`src/rtl/packet_generator.sv`:
```
// packet_generator: transmit side of the 16-bit packet protocol.
// Emits bursts of framed packets {header, payload, sequence} and can corrupt
// the second packet of a burst (header or sequence) for checker testing.
module packet_generator #(
    parameter int BUS_SIZE     = 16,
    parameter int WORD_SIZE    = 4,
    parameter int PAYLOAD_SIZE = BUS_SIZE - 2*WORD_SIZE
) (
    input  logic                    clk,
    input  logic                    reset,
    input  logic                    start,
    input  logic [WORD_SIZE-1:0]    pkt_count,
    input  logic [1:0]              err_mode,
    input  logic [PAYLOAD_SIZE-1:0] payload,
    output logic [BUS_SIZE-1:0]     data_bus,
    output logic                    busy,
    output logic                    done,
    output logic [WORD_SIZE-1:0]    seq
);

    localparam logic [1:0] ST_IDLE = 2'd0;
    localparam logic [1:0] ST_SEND = 2'd1;
    localparam logic [1:0] ST_DONE = 2'd2;

    localparam logic [1:0] ERR_NONE = 2'b00;
    localparam logic [1:0] ERR_HDR  = 2'b01;
    localparam logic [1:0] ERR_SEQ  = 2'b10;

    localparam logic [WORD_SIZE-1:0] HDR_OK  = {WORD_SIZE{1'b1}};
    localparam logic [WORD_SIZE-1:0] HDR_BAD = {{(WORD_SIZE-1){1'b1}}, 1'b0};
    // pkt_count of 0 requests a full 2^WORD_SIZE packet burst
    localparam logic [WORD_SIZE:0]   FULL_CNT = {1'b1, {WORD_SIZE{1'b0}}};
    localparam logic [WORD_SIZE:0]   ONE_CNT  = {{WORD_SIZE{1'b0}}, 1'b1};

    logic [1:0]              state_q, state_d;
    logic [WORD_SIZE:0]      rem_q, rem_d;
    logic [WORD_SIZE:0]      idx_q, idx_d;
    logic [WORD_SIZE-1:0]    cnt_q, cnt_d;
    logic [1:0]              err_q, err_d;
    logic [BUS_SIZE-1:0]     data_q, data_d;
    logic                    busy_q, busy_d;
    logic                    done_q, done_d;
    logic [WORD_SIZE-1:0]    seq_q, seq_d;
    logic [WORD_SIZE-1:0]    hdr;
    logic [WORD_SIZE-1:0]    pkt_seq;

    // Next-state and next-output computation for the IDLE/SEND/DONE sequencer
    always_comb begin
        state_d = state_q;
        rem_d   = rem_q;
        idx_d   = idx_q;
        cnt_d   = cnt_q;
        err_d   = err_q;
        data_d  = '0;
        busy_d  = busy_q;
        done_d  = 1'b0;
        seq_d   = '0;
        hdr     = HDR_OK;
        pkt_seq = cnt_q;
        case (state_q)
            ST_IDLE: begin
                busy_d = 1'b0;
                if (start) begin
                    state_d = ST_SEND;
                    rem_d   = (pkt_count == '0) ? FULL_CNT : {1'b0, pkt_count};
                    idx_d   = '0;
                    cnt_d   = '0;
                    // mode 11 is reserved and behaves as no error
                    err_d   = (err_mode == 2'b11) ? ERR_NONE : err_mode;
                    busy_d  = 1'b1;
                end
            end
            ST_SEND: begin
                // only the second packet of a burst is ever corrupted
                if (idx_q == ONE_CNT && err_q == ERR_HDR) begin
                    hdr = HDR_BAD;
                end
                if (idx_q == ONE_CNT && err_q == ERR_SEQ) begin
                    pkt_seq = cnt_q + 1'b1;
                end
                data_d = {hdr, payload, pkt_seq};
                seq_d  = pkt_seq;
                // later packets continue from whatever sequence was just sent
                cnt_d  = pkt_seq + 1'b1;
                idx_d  = idx_q + 1'b1;
                rem_d  = rem_q - 1'b1;
                busy_d = 1'b1;
                if (rem_q == ONE_CNT) begin
                    state_d = ST_DONE;
                end
            end
            ST_DONE: begin
                busy_d  = 1'b0;
                done_d  = 1'b1;
                state_d = ST_IDLE;
            end
            default: begin
                state_d = ST_IDLE;
                busy_d  = 1'b0;
            end
        endcase
    end

    // State and registered outputs; reset clears everything asynchronously
    always_ff @(posedge clk or posedge reset) begin
        if (reset) begin
            state_q <= ST_IDLE;
            rem_q   <= '0;
            idx_q   <= '0;
            cnt_q   <= '0;
            err_q   <= ERR_NONE;
            data_q  <= '0;
            busy_q  <= 1'b0;
            done_q  <= 1'b0;
            seq_q   <= '0;
        end else begin
            state_q <= state_d;
            rem_q   <= rem_d;
            idx_q   <= idx_d;
            cnt_q   <= cnt_d;
            err_q   <= err_d;
            data_q  <= data_d;
            busy_q  <= busy_d;
            done_q  <= done_d;
            seq_q   <= seq_d;
        end
    end

    assign data_bus = data_q;
    assign busy     = busy_q;
    assign done     = done_q;
    assign seq      = seq_q;

endmodule

```
`config.mk`:
```
export PLATFORM = sky130hd
export DESIGN_NAME = packet_generator
export DESIGN_NICKNAME = d
export VERILOG_FILES = /design/src/rtl/packet_generator.sv
export SDC_FILE = /design/constraint.sdc
export NUM_CORES = 1
export LEC_CHECK = 0
export BUFFER_PORTS_ARGS = -buffer_cell sky130_fd_sc_hd__buf_4
export CAP_MARGIN = 40
export CORE_ASPECT_RATIO = 1.75
export CORE_MARGIN = 3
export CORE_UTILIZATION = 40
export CTS_CLUSTER_DIAMETER = 150
export CTS_CLUSTER_SIZE = 16
export DETAILED_ROUTE_END_ITERATION = 12
export SYNTH_ARGS = -nofsm -noshare
export SYNTH_HDL_FRONTEND = slang
export SYNTH_SLANG_ARGS = --single-unit
```
`constraint.sdc`:
```
create_clock -name clk -period 3 [get_ports clk]
set_input_delay 0.6 -clock clk [delete_from_list [all_inputs] [get_ports clk]]
set_output_delay 0.6 -clock clk [all_outputs]
set_load 0.01 [all_outputs]
```
Word-level counts from Yosys, hierarchy flattened
Index checks and enable logic that the tools add are counted.
W data, S select, Z words.
- word-level logic and storage cells: 49
- bits in registers: 40
- output and inout bits: 22
- latch bits: 0
- bits in writable memories: 0
- bits of input ports: 17
- memories: 0
- memory bits (read-only): 0
- muxes and demuxes: 19
- $lt $le $gt $ge: 0
- shift operators: 0
- bitwise logic cells: 0
- reduce and logical (&&, ||, !) cells: 8
- divide/modulo/power cells: 0
- add/sub/neg operators: 4
- eq/ne operators: 9
- multiply operators: 0
- operators by type and width (cell ; number):
    $pmux W5 S2 ; 2
    $mux W16 ; 1
    $mux W4 ; 4
    $mux W5 ; 3
    $eq A5 B1 Y1 const B ; 2
    $add A4 B1 Y4 const B ; 2
    $pmux W4 S2 ; 1
    $eq A2 B2 Y1 const B ; 3
    $mux W2 ; 3
    $reduce_and A2 Y1 ; 3
    $add A5 B1 Y5 const B ; 1
    $sub A5 B1 Y5 const B ; 1
    $eq A2 B1 Y1 const B ; 2
    $logic_not A4 Y1 ; 1
    $ne A2 B2 Y1 const B ; 2
    $pmux W2 S2 ; 1
    $mux W1 ; 3
    $logic_and A1 B1 Y1 ; 2
    $logic_not A2 Y1 ; 1
    $pmux W1 S2 ; 1
    $reduce_bool A2 Y1 ; 1

Depth between registers and ports, before layout
- depth after elaboration: 6
- mapped depth: 9
- gate-level depth less buffers: 9

Least setup slack after synthesis
Ideal clock, no wire load.
- path type: register -> register
- start: reg idx_q[1]
- end: reg cnt_q[2]
- arrival time: 2.287 ns
- stages on the path, launching flop included: 10
- setup time: 0.069 ns
- path slack: 0.644 ns
- buffers on the path: 0
- period minus slack after synthesis: 2.356 ns
- data required time: 2.931 ns
- cells stage by stage: dfrtp_1 > inv_1 > ha_1 > nor4b_4 > nand2_1 > mux2_4 > ha_1 > and4_2 > or4_1 > nand3_1
- longest elaborated chain between the ends: 6
- ends and longest elaborated chain (what ; line ; text):
    start: declaration ; 37 ; logic [WORD_SIZE:0] idx_q, idx_d;
    start signal: assignment ; 119 ; idx_q <= idx_d;
    $eq A5 B1 Y1 ; 78 ; if (idx_q == ONE_CNT && err_q == ERR_SEQ) begin
    $logic_and A1 B1 Y1 ; 78 ;
    $mux W4 ; 78 ;
    $mux W4 ; 60 ; case (state_q)
    $add A4 B1 Y4 ; 84 ; cnt_d = pkt_seq + 1'b1;
    $pmux W4 S2 ; 60 ;
    end signal: assignment ; 120 ; cnt_q <= cnt_d;
    end: declaration ; 38 ; logic [WORD_SIZE-1:0] cnt_q, cnt_d;
No other way between the ends. The select of a mux whose other input is x is not followed.
A chain may end at the register's enable or synchronous reset.

Worst setup path after layout
Same ends and word-level chain as after synthesis.

==> metrics <==
first-pass GRT wire length 5078 µm; gr ovfl total 0; initial antenna violation count 0; Die Span Y 89.08 µm; detailed-route via count 1148; critical path endpoint category flop; minimum clock period 2534 ps; DP Wirelength 2297 µm; area of the multi-input gates 623.1 µm²; clk_skew 5.770 ps; CP Depth 9; FF-to-FF End cnt_q[2]; Root Driver clkbuf_8; Ant. Diodes 0; synth-to-layout area growth 23.55%; DRC Markers 0; worst min path class input port to asynchronous set/reset pin; status completed; clock sinks 34; Post-Syn Area 0.001578 mm²; remaining antenna violation count after routing 0; Yosys top cell area share 53.93%; fin crit share 84.47%; Max Slew Vio Count 0; CP delay by family, top simple AND/OR/NAND/NOR gates; Peak VDD IR 507.2 µV; die width 53.48 µm; ranking of synthesized cells by area dfrtp_1, ha_1, and2_1, buf_4, o21ai_0; CP required 3200 ps; fmax 394.6 MHz; worst r2r src idx_q[1]; Crit Path Class flop to flop; met3 Usage GRT 4.007%; register area 850.8 µm²; Setup Viol. Count Final 0; maxcap violations 0; Synth Register Bits 34; Setup Total Neg Slack 0 ps; Critical Path AT 2740 ps; post-cts sizing count 0; Synth Net Count 172; Seq/Total Area, Yosys 53.93%; fill cell count 349; CP max-delay cell or4_1; H-tree Lvls 2; Reg2Reg Depth 9; Slew @ Worst Pin 637.1 ps; Worst-Skew Late Latency 270 ps; worst path bufs/invs 1; largest net degree at the start of global routing 35; First DRT Iteration DRCs 23; Syn Inst Count 149; Syn Area/Cell 10.59 µm²; # IOs 39; critical path fanouts, max 7; flop-to-flop setup slack 470 ps; core area 0.003701 mm²; Pwr Density 982.3 mW/mm²; GR peak layer met2; YS warnings 0; nets@finish 207; CTS tree yes; total power 1.915 mW; met1 global-route usage 14.85%; total routed wirelength 2977 µm; Final Wtd Congestion 0.7989; met2 usage 26.48%; # Post-CTS Setup Buffers 0; final hold violation count 0; Total GRT Usage 14.54%; initial core utilization 42.63%; CP Cell Sequence inv_1 -> ha_1 -> nor4b_4 -> nand2_1 -> mux2_4 -> ha_1 -> and4_2 -> or4_1 -> nand3_1; First-pass DRT Iterations 4; # hold bufs at CTS 0; vias per cell 4.970; RSZ-0062 raised after global routing no; IO buf count 38; Longest Clk Path Bufs 2; FP Rows 29; Leak 0.9447 nW; number of global-route vias before repair 1171; TritonCTS buffer count 5; DR WL/cell 12.89 µm; CTS clk-pin slew, worst paths 60 ps; worst rel slew slack 57.48%; synth unique cells 35; share of layout cells above drive strength 1 27.57%; Worst setup SP type flop; most frequent CP cell ha_1; Critical Path Max Stage Delay 460 ps; die area 0.004764 mm²; post-synth top area cell dfrtp_1
==> cell type report <==
type	instances	area share [%]
Clock buffer	7	4.429
Sequential cell	34	43.65
Tap cell	46	2.953
Inverter	9	1.733
Timing Repair Buffer	39	15.02
Clock inverter	1	0.2567
Multi-Input combinational cell	95	31.96
==> cell families after synthesis <==
family / share of synthesized area (%)
fa+ha+maj: 4.758
mux: 1.586
buf+inv: 6.582
xor+xnor: 2.221
compound gates: 10.31
flops: 53.93
simple gates: 20.62
==> metal layers <==
layer | vias to the layer above | share of wire, %
met5 | - | 0
met4 | 0 | 0.87
met3 | 2 | 7.1
met2 | 49 | 54
met1 | 526 | 38
li1 | 571 | -
==> how the worst max path moves through the flow <==
stage	to	startpoint
2_1_floorplan	cnt_q[2]	idx_q[1]
3_3_place_gp	cnt_q[2]	idx_q[1]
3_5_place_dp	cnt_q[2]	idx_q[1]
4_1_cts	cnt_q[2]	idx_q[1]
5_1_grt	cnt_q[2]	idx_q[1]
6_report	cnt_q[2]	idx_q[1]
==> worst register-to-register path: stages (launching register included) <==
cell and delay (ps):
dfrtp_1 400, inv_1 80, ha_1 140, nor4b_4 340, nand2_1 190, mux2_4 340, ha_1 210, and4_2 210
or4_1 460, nand3_1 90
==> synthesized netlist by cell type <==
| master | number |
|---|---|
| ha_1 | 6 |
| nor4b_1 | 1 |
| nor3_1 | 1 |
| a41oi_1 | 1 |
| and2_4 | 1 |
| or2b_1 | 1 |
| nand3b_1 | 2 |
| nor4_1 | 1 |
| mux2i_1 | 1 |
| buf_2 | 2 |
| a21oi_1 | 5 |
| buf_4 | 7 |
| nand2_1 | 11 |
| nand4_1 | 2 |
| a22o_1 | 2 |
| or4_1 | 1 |
| o21ai_0 | 9 |
| nor2b_1 | 3 |
| or2_2 | 1 |
| nand2b_1 | 3 |
| clkbuf_1 | 2 |
| xor2_1 | 2 |
| inv_1 | 9 |
| and4_2 | 1 |
| o22ai_1 | 5 |
| dfrtp_1 | 34 |
| a31oi_1 | 2 |
| nor2_1 | 7 |
| nand3_1 | 8 |
| o211ai_1 | 3 |
| nor4b_4 | 1 |
| xnor2_1 | 2 |
| and3_1 | 1 |
| mux2_4 | 1 |
| and2_1 | 10 |
==> per-stage QoR <==
stage / hold slack [ps] / cell area, µm² / utilization (%) / setup slack (ps) / instances
finish: 410.4 / 1949 / 52.67 / 465.9 / 231
global route: 450.6 / 1949 / 52.67 / 289.6 / 231
global placement: 492.1 / 1858 / 50.20 / 557.8 / 223
CTS: 423.6 / 1949 / 52.67 / 462.4 / 231
floorplan: 461.5 / 1578 / - / 644.0 / 149
detailed placement: 501.2 / 1858 / 50.20 / 470.4 / 223
==> cell usage in the layout, fill, tap and decap left out, types with 2 or more instances in the layout <==
cell	instances
a31oi_1	2
o211ai_1	3
nand4_1	2
and2_1	10
o22ai_1	5
dfrtp_1	34
nor2_1	7
nand3_1	8
ha_1	6
nand2_1	11
clkbuf_8	6
nand3b_1	2
o21ai_0	9
a22o_1	2
buf_4	39
xor2_1	2
nand2b_1	3
xnor2_1	2
nor2b_1	3
inv_1	9
a21oi_1	5
==> where the power goes <==
part | total [mW] | internal, mW | switching (mW)
combinational | 0.798 | 0.393 | 0.404
sequential | 0.787 | 0.638 | 0.149
clock | 0.330 | 0.185 | 0.145
==> sequential cells by signal (all words and copies together), names as in the netlist <==
name / cells
seq: 3
cnt_q: 4
state_q: 2
idx_q: 5
err_q: 2
busy: 1
done: 1
data_bus: 11
rem_q: 5
(Power assumes the default switching activity.)
